## src/rtl/dcache_req_arbiter.sv

```systemverilog
// Round-robin arbiter sharing one data-cache port among N_REQ requesters.
// Tracks s1/s2 ownership for kill/nack routing and routes responses by tag ID.
module dcache_req_arbiter #(
  parameter int N_REQ  = 2,
  parameter int ADDR_W = 40,
  parameter int DATA_W = 64,
  parameter int TAG_W  = 6,
  localparam int ID_W  = (N_REQ > 2) ? $clog2(N_REQ) : 1
) (
  input  logic                      clock,
  input  logic                      reset,
  input  logic [N_REQ-1:0]          io_requestor_req_valid,
  output logic [N_REQ-1:0]          io_requestor_req_ready,
  input  logic [N_REQ*ADDR_W-1:0]   io_requestor_req_bits_addr,
  input  logic [N_REQ*TAG_W-1:0]    io_requestor_req_bits_tag,
  input  logic [N_REQ-1:0]          io_requestor_s1_kill,
  output logic [N_REQ-1:0]          io_requestor_s2_nack,
  output logic [N_REQ-1:0]          io_requestor_s2_xcpt_ae_ld,
  output logic [N_REQ-1:0]          io_requestor_resp_valid,
  output logic [DATA_W-1:0]         io_requestor_resp_bits_data,
  output logic [TAG_W-1:0]          io_requestor_resp_bits_tag,
  input  logic                      io_mem_req_ready,
  output logic                      io_mem_req_valid,
  output logic [ADDR_W-1:0]         io_mem_req_bits_addr,
  output logic [TAG_W+ID_W-1:0]     io_mem_req_bits_tag,
  output logic                      io_mem_s1_kill,
  input  logic                      io_mem_s2_nack,
  input  logic                      io_mem_s2_xcpt_ae_ld,
  input  logic                      io_mem_resp_valid,
  input  logic [DATA_W-1:0]         io_mem_resp_bits_data,
  input  logic [TAG_W+ID_W-1:0]     io_mem_resp_bits_tag
);

  logic [ID_W-1:0]   rr_ptr_q, rr_ptr_d;
  logic              s1_valid_q, s1_valid_d;
  logic              s2_valid_q, s2_valid_d;
  logic [ID_W-1:0]   s1_id_q, s1_id_d;
  logic [ID_W-1:0]   s2_id_q, s2_id_d;

  logic [ID_W-1:0]   grant;
  logic [ID_W-1:0]   grant_hi, grant_lo;
  logic              found_hi;
  logic              fire;
  logic [ADDR_W-1:0] addr_sel;
  logic [TAG_W-1:0]  tag_sel;
  logic              kill_sel;
  logic [ID_W-1:0]   resp_id;

  // Lowest valid index at or above rr_ptr wins; otherwise wrap to the lowest valid.
  always_comb begin
    grant_hi = '0;
    grant_lo = '0;
    found_hi = 1'b0;
    for (int i = N_REQ - 1; i >= 0; i--) begin
      if (io_requestor_req_valid[i]) begin
        grant_lo = ID_W'(i);
        if (ID_W'(i) >= rr_ptr_q) begin
          grant_hi = ID_W'(i);
          found_hi = 1'b1;
        end
      end
    end
    grant = found_hi ? grant_hi : grant_lo;
  end

  assign io_mem_req_valid = !reset && (|io_requestor_req_valid);
  assign fire             = io_mem_req_valid && io_mem_req_ready;

  always_comb begin
    addr_sel = '0;
    tag_sel  = '0;
    io_requestor_req_ready = '0;
    for (int i = 0; i < N_REQ; i++) begin
      if (grant == ID_W'(i)) begin
        addr_sel = io_requestor_req_bits_addr[i*ADDR_W +: ADDR_W];
        tag_sel  = io_requestor_req_bits_tag[i*TAG_W +: TAG_W];
        io_requestor_req_ready[i] = fire;
      end
    end
  end

  assign io_mem_req_bits_addr = addr_sel;
  assign io_mem_req_bits_tag  = {tag_sel, grant};

  always_comb begin
    rr_ptr_d = rr_ptr_q;
    if (fire) begin
      rr_ptr_d = (grant == ID_W'(N_REQ - 1)) ? '0 : grant + ID_W'(1);
    end
    s1_valid_d = fire;
    s1_id_d    = fire ? grant : s1_id_q;
    // Killed requests still advance so a late nack lands on the right owner.
    s2_valid_d = s1_valid_q;
    s2_id_d    = s1_id_q;
  end

  always_ff @(posedge clock) begin
    if (reset) begin
      rr_ptr_q   <= '0;
      s1_valid_q <= 1'b0;
      s2_valid_q <= 1'b0;
    end else begin
      rr_ptr_q   <= rr_ptr_d;
      s1_valid_q <= s1_valid_d;
      s2_valid_q <= s2_valid_d;
    end
  end

  always_ff @(posedge clock) begin
    s1_id_q <= s1_id_d;
    s2_id_q <= s2_id_d;
  end

  always_comb begin
    kill_sel = 1'b0;
    for (int i = 0; i < N_REQ; i++) begin
      if (s1_id_q == ID_W'(i)) kill_sel = io_requestor_s1_kill[i];
    end
  end

  assign io_mem_s1_kill = !reset && s1_valid_q && kill_sel;

  always_comb begin
    io_requestor_s2_nack       = '0;
    io_requestor_s2_xcpt_ae_ld = '0;
    for (int i = 0; i < N_REQ; i++) begin
      if (!reset && s2_valid_q && (s2_id_q == ID_W'(i))) begin
        io_requestor_s2_nack[i]       = io_mem_s2_nack;
        io_requestor_s2_xcpt_ae_ld[i] = io_mem_s2_xcpt_ae_ld;
      end
    end
  end

  // Response path is purely combinational; IDs beyond N_REQ match nobody.
  assign resp_id = io_mem_resp_bits_tag[ID_W-1:0];

  always_comb begin
    io_requestor_resp_valid = '0;
    for (int i = 0; i < N_REQ; i++) begin
      io_requestor_resp_valid[i] = io_mem_resp_valid && (resp_id == ID_W'(i));
    end
  end

  assign io_requestor_resp_bits_tag  = io_mem_resp_bits_tag[TAG_W+ID_W-1:ID_W];
  assign io_requestor_resp_bits_data = io_mem_resp_bits_data;

endmodule
```

## config.mk

```make
export PLATFORM = sky130hd
export DESIGN_NAME = dcache_req_arbiter
export DESIGN_NICKNAME = d
export VERILOG_FILES = /design/src/rtl/dcache_req_arbiter.sv
export SDC_FILE = /design/constraint.sdc
export NUM_CORES = 1
export LEC_CHECK = 0
export CAP_MARGIN = 20
export CORE_AREA = 2 2 116 118
export CTS_BUF_LIST = sky130_fd_sc_hd__clkbuf_8
export CTS_CLUSTER_DIAMETER = 120
export DETAILED_ROUTE_END_ITERATION = 8
export DIE_AREA = 0 0 118 120
export PLACE_DENSITY = 0.64
export REMOVE_ABC_BUFFERS = 1
export SYNTH_ARGS = -nofsm -noshare
export SYNTH_HDL_FRONTEND = slang
export SYNTH_SLANG_ARGS = --single-unit
```

## constraint.sdc

```tcl
create_clock -name clock -period 1.6 [get_ports clock]
set_input_delay 0.32 -clock clock [delete_from_list [all_inputs] [get_ports clock]]
set_output_delay 0.32 -clock clock [all_outputs]
set_load 0.02 [all_outputs]
```

==> out/results.txt <==
HP Class -> flip-flop to flip-flop
Worst Reg-to-Reg Cells -> 4
register area share after synthesis -> 7.760%
P_sw -> 0.4466 mW
mean routed wirelength per cell -> 27.63 um
drc violations -> 0
Layout area overhead -> 116.6%
post-synthesis cell area -> 1419 sq um
share of layout cells above drive strength 1 -> 51.74%
starting density of the core -> 10.93%
Die Area -> 14,160 sq um
Final Net Count -> 433
Clock Sinks -> 5
H-tree levels -> 1
drt initial violations -> 58
Cells on Worst Hold Path -> 0
first-pass GRT wire length -> 15.35 mm
drt total wl -> 12.02 mm
pin count of the biggest net entering global routing -> 11
largest area contributor in the netlist -> buf_4
CORE AREA -> 12,980 sq um
Mapped Cells -> 149
crit path DAT -> 1570 ps
commonest cells after routing, fill and taps aside -> 98 x clkdlybuf4s50_1, 38 x mux2_4, 37 x buf_6, 18 x buf_4, 9 x buf_2
power density over the cells -> 450.6 nW/um^2
critical path capture point type -> primary output
clk_skew -> 2.275 ps
I/O pin cnt -> 300
Routed Antenna Nets -> 0
Longest Clk Path Bufs -> 2
CTS Buf Count -> 3
R2R Setup Slk -> 500 ps
DR vias -> 1,605
Final Setup Violations -> 46
most common cell after layout, fill and taps aside -> clkdlybuf4s50_1
CTS tree -> done
grt total ovfl -> 0
Hold Slack -> 392.6 ps
worst-margin pin slew -> 203.5 ps
#FFs+latches synth -> 5
Avg Inst Size Synth -> 9.523 sq um
Worst EP required -> 1280 ps
placed insts -> 417
Leakage -> 1.405 nW
Diodes inserted -> 0
clk slew on worst S/H paths -> 40 ps
worst-skew pair later-pin latency -> 230 ps
Crit Path Max Fanout -> 7
max cap viols -> 0
I/O Buffers -> 159
critical path class -> flip-flop to primary output
most area-consuming cells after synthesis -> buf_4 39%, mux2_2 20%, mux2_4 19%, dfxtp_1 5.6%, mux2_1 2.4%
f_max -> 528.0 MHz
Chip Width -> 118 um
failing checks -> negative setup slack
via/cell ratio -> 3.690
slew margin rel. -> 86.34%
Sequential Power Share -> 10.1%
Clock power frac -> 18.0%
Final HPWL DP -> 9.825 mm
combinational power share -> 71.9%
internal power component -> 0.9380 mW
hold endpoint -> s2_id_q
RSZ-0062 raised after global routing -> yes
crit start category -> flip-flop
vias in the first global route -> 1,732
Yosys Warn Count -> 0
initial antenna violation count -> 0
Synth top area share -> 38.62%
Root Buffer -> clkbuf_8
Hold Startpoint -> s1_id_q
Global Route Usage Sum -> 16.00%
Die Y -> 120 um
Yosys cell types -> 21
Final WS setup -> -293.9 ps
fin cells -> 435
GPL Wtd Cong -> 0.7547
Sw Share -> 32.26%
Pins Over Slew Limit -> 0
final worst-path cycle share -> 118.4%
VDD IR max -> 0.0001408 V
drt pass-1 iters -> 4
Final Hold Fails -> 0
status -> complete, but fails checks
r2r startpoint -> rr_ptr_q
Core Rows -> 42
fin crit period -> 1894 ps
Reg2Reg Capture Point -> s1_id_q
==> power by group through the flow <==
| stage | clock network [mW] | registers [mW] | logic (mW) |
|---|---|---|---|
| CTS | 0.252 | 0.140 | 1.00 |
| detailed placement | 0 | 0.142 | 0.849 |
| finish | 0.249 | 0.140 | 0.995 |
| global placement | 0 | 0.141 | 0.838 |
| global route | 0.260 | 0.141 | 1.05 |
| floorplan | 0 | 0.141 | 0.340 |
==> area by class of cell <==
| type | instances | area, sq um |
|---|---|---|
| clock buffers | 3 | 41.29 |
| clock inverters | 1 | 5.005 |
| fillers | 1406 | 9907 |
| inverters | 2 | 7.507 |
| multi-input cells | 66 | 812.0 |
| flip-flops and latches | 5 | 111.4 |
| well taps | 176 | 220.2 |
| repair buffers | 182 | 1876 |
==> synth_stat cells <==
master and count:
inv_2 1, a21oi_1 1, and2_1 1, buf_6 1, a311oi_1 1, and3b_1 2
mux2_1 3, mux2_4 18, mux2_2 25, nand2b_1 1, buf_4 73, buf_8 2
nor2b_1 4, edfxtp_1 1, nor2_1 5, o21ai_2 1, mux2i_1 1, dfxtp_1 4
a211oi_1 1, and3_1 2, inv_1 1
==> stage by stage <==
step | area, sq um | utilization (%) | setup TNS (ps) | total power [mW] | worst slack, ps
after floorplan | 829.5 | - | -51960 | 0.4809 | -1115
after global placement | 2729 | 21.02 | -47330 | 0.9794 | -969.5
after detailed placement | 2729 | 21.02 | -48630 | 0.9907 | -989.6
after CTS | 3082 | 23.74 | -11120 | 1.395 | -318.2
after global routing | 3073 | 23.67 | -12980 | 1.447 | -335.1
final | 3073 | 23.67 | -10650 | 1.385 | -293.9
==> flip-flops by register name, summed over array words and instances, names as in the netlist <==
name        count
s1_id_q         1
s1_valid_q      1
s2_id_q         1
s2_valid_q      1
rr_ptr_q        1
==> logic make-up after synthesis <==
kind of cell,count (synthesis),synth area share (%)
compound gates,4,2.116
buf+inv,78,42.06
flops,5,7.760
mux,47,41.98
simple gates,15,6.085
==> layer usage <==
| metal | part of all wire [%] | vias up | GRT usage (%) | wire length [um] |
|---|---|---|---|---|
| met3 | 27 | 15 | 20.48 | 3286 |
| met1 | 31 | 716 | 14.73 | 3697 |
| met5 | 1.4 | - | 11.76 | 168 |
| met2 | 39 | 217 | 21.15 | 4742 |
| met4 | 1.0 | 6 | 2.410 | 124 |
| li1 | - | 651 | - | - |
==> timing repair <==
action	CTS	global route
resized for setup	312	23
pin swaps	1	1
buffers inserted	10	1
hold buffers	0	0
setup endpoints to repair	57	55
cloned	5	0
==> critical path, stage by stage (launching register included) <==
cell	delay, ps
dfxtp_2	330
o21ai_4	160
buf_6	170
buf_8	140
buf_4	120
mux2_4	290
buf_6	130
==> worst max path at each step <==
stage                         startpoint                  endpoint  slack, ps  cells past startpoint
6_report                        rr_ptr_q  io_mem_req_bits_addr[32]       -290                      6
5_1_grt                         rr_ptr_q  io_mem_req_bits_addr[32]       -340                      6
4_1_cts                         rr_ptr_q    io_mem_req_bits_tag[5]       -320                      6
3_5_place_dp   io_requestor_req_valid[0]  io_mem_req_bits_addr[34]       -990                      6
3_3_place_gp   io_requestor_req_valid[0]  io_mem_req_bits_addr[24]       -970                      6
2_1_floorplan                   rr_ptr_q                   s1_id_q      -1110                      2
Note: power is estimated with default switching activity, not from simulation.
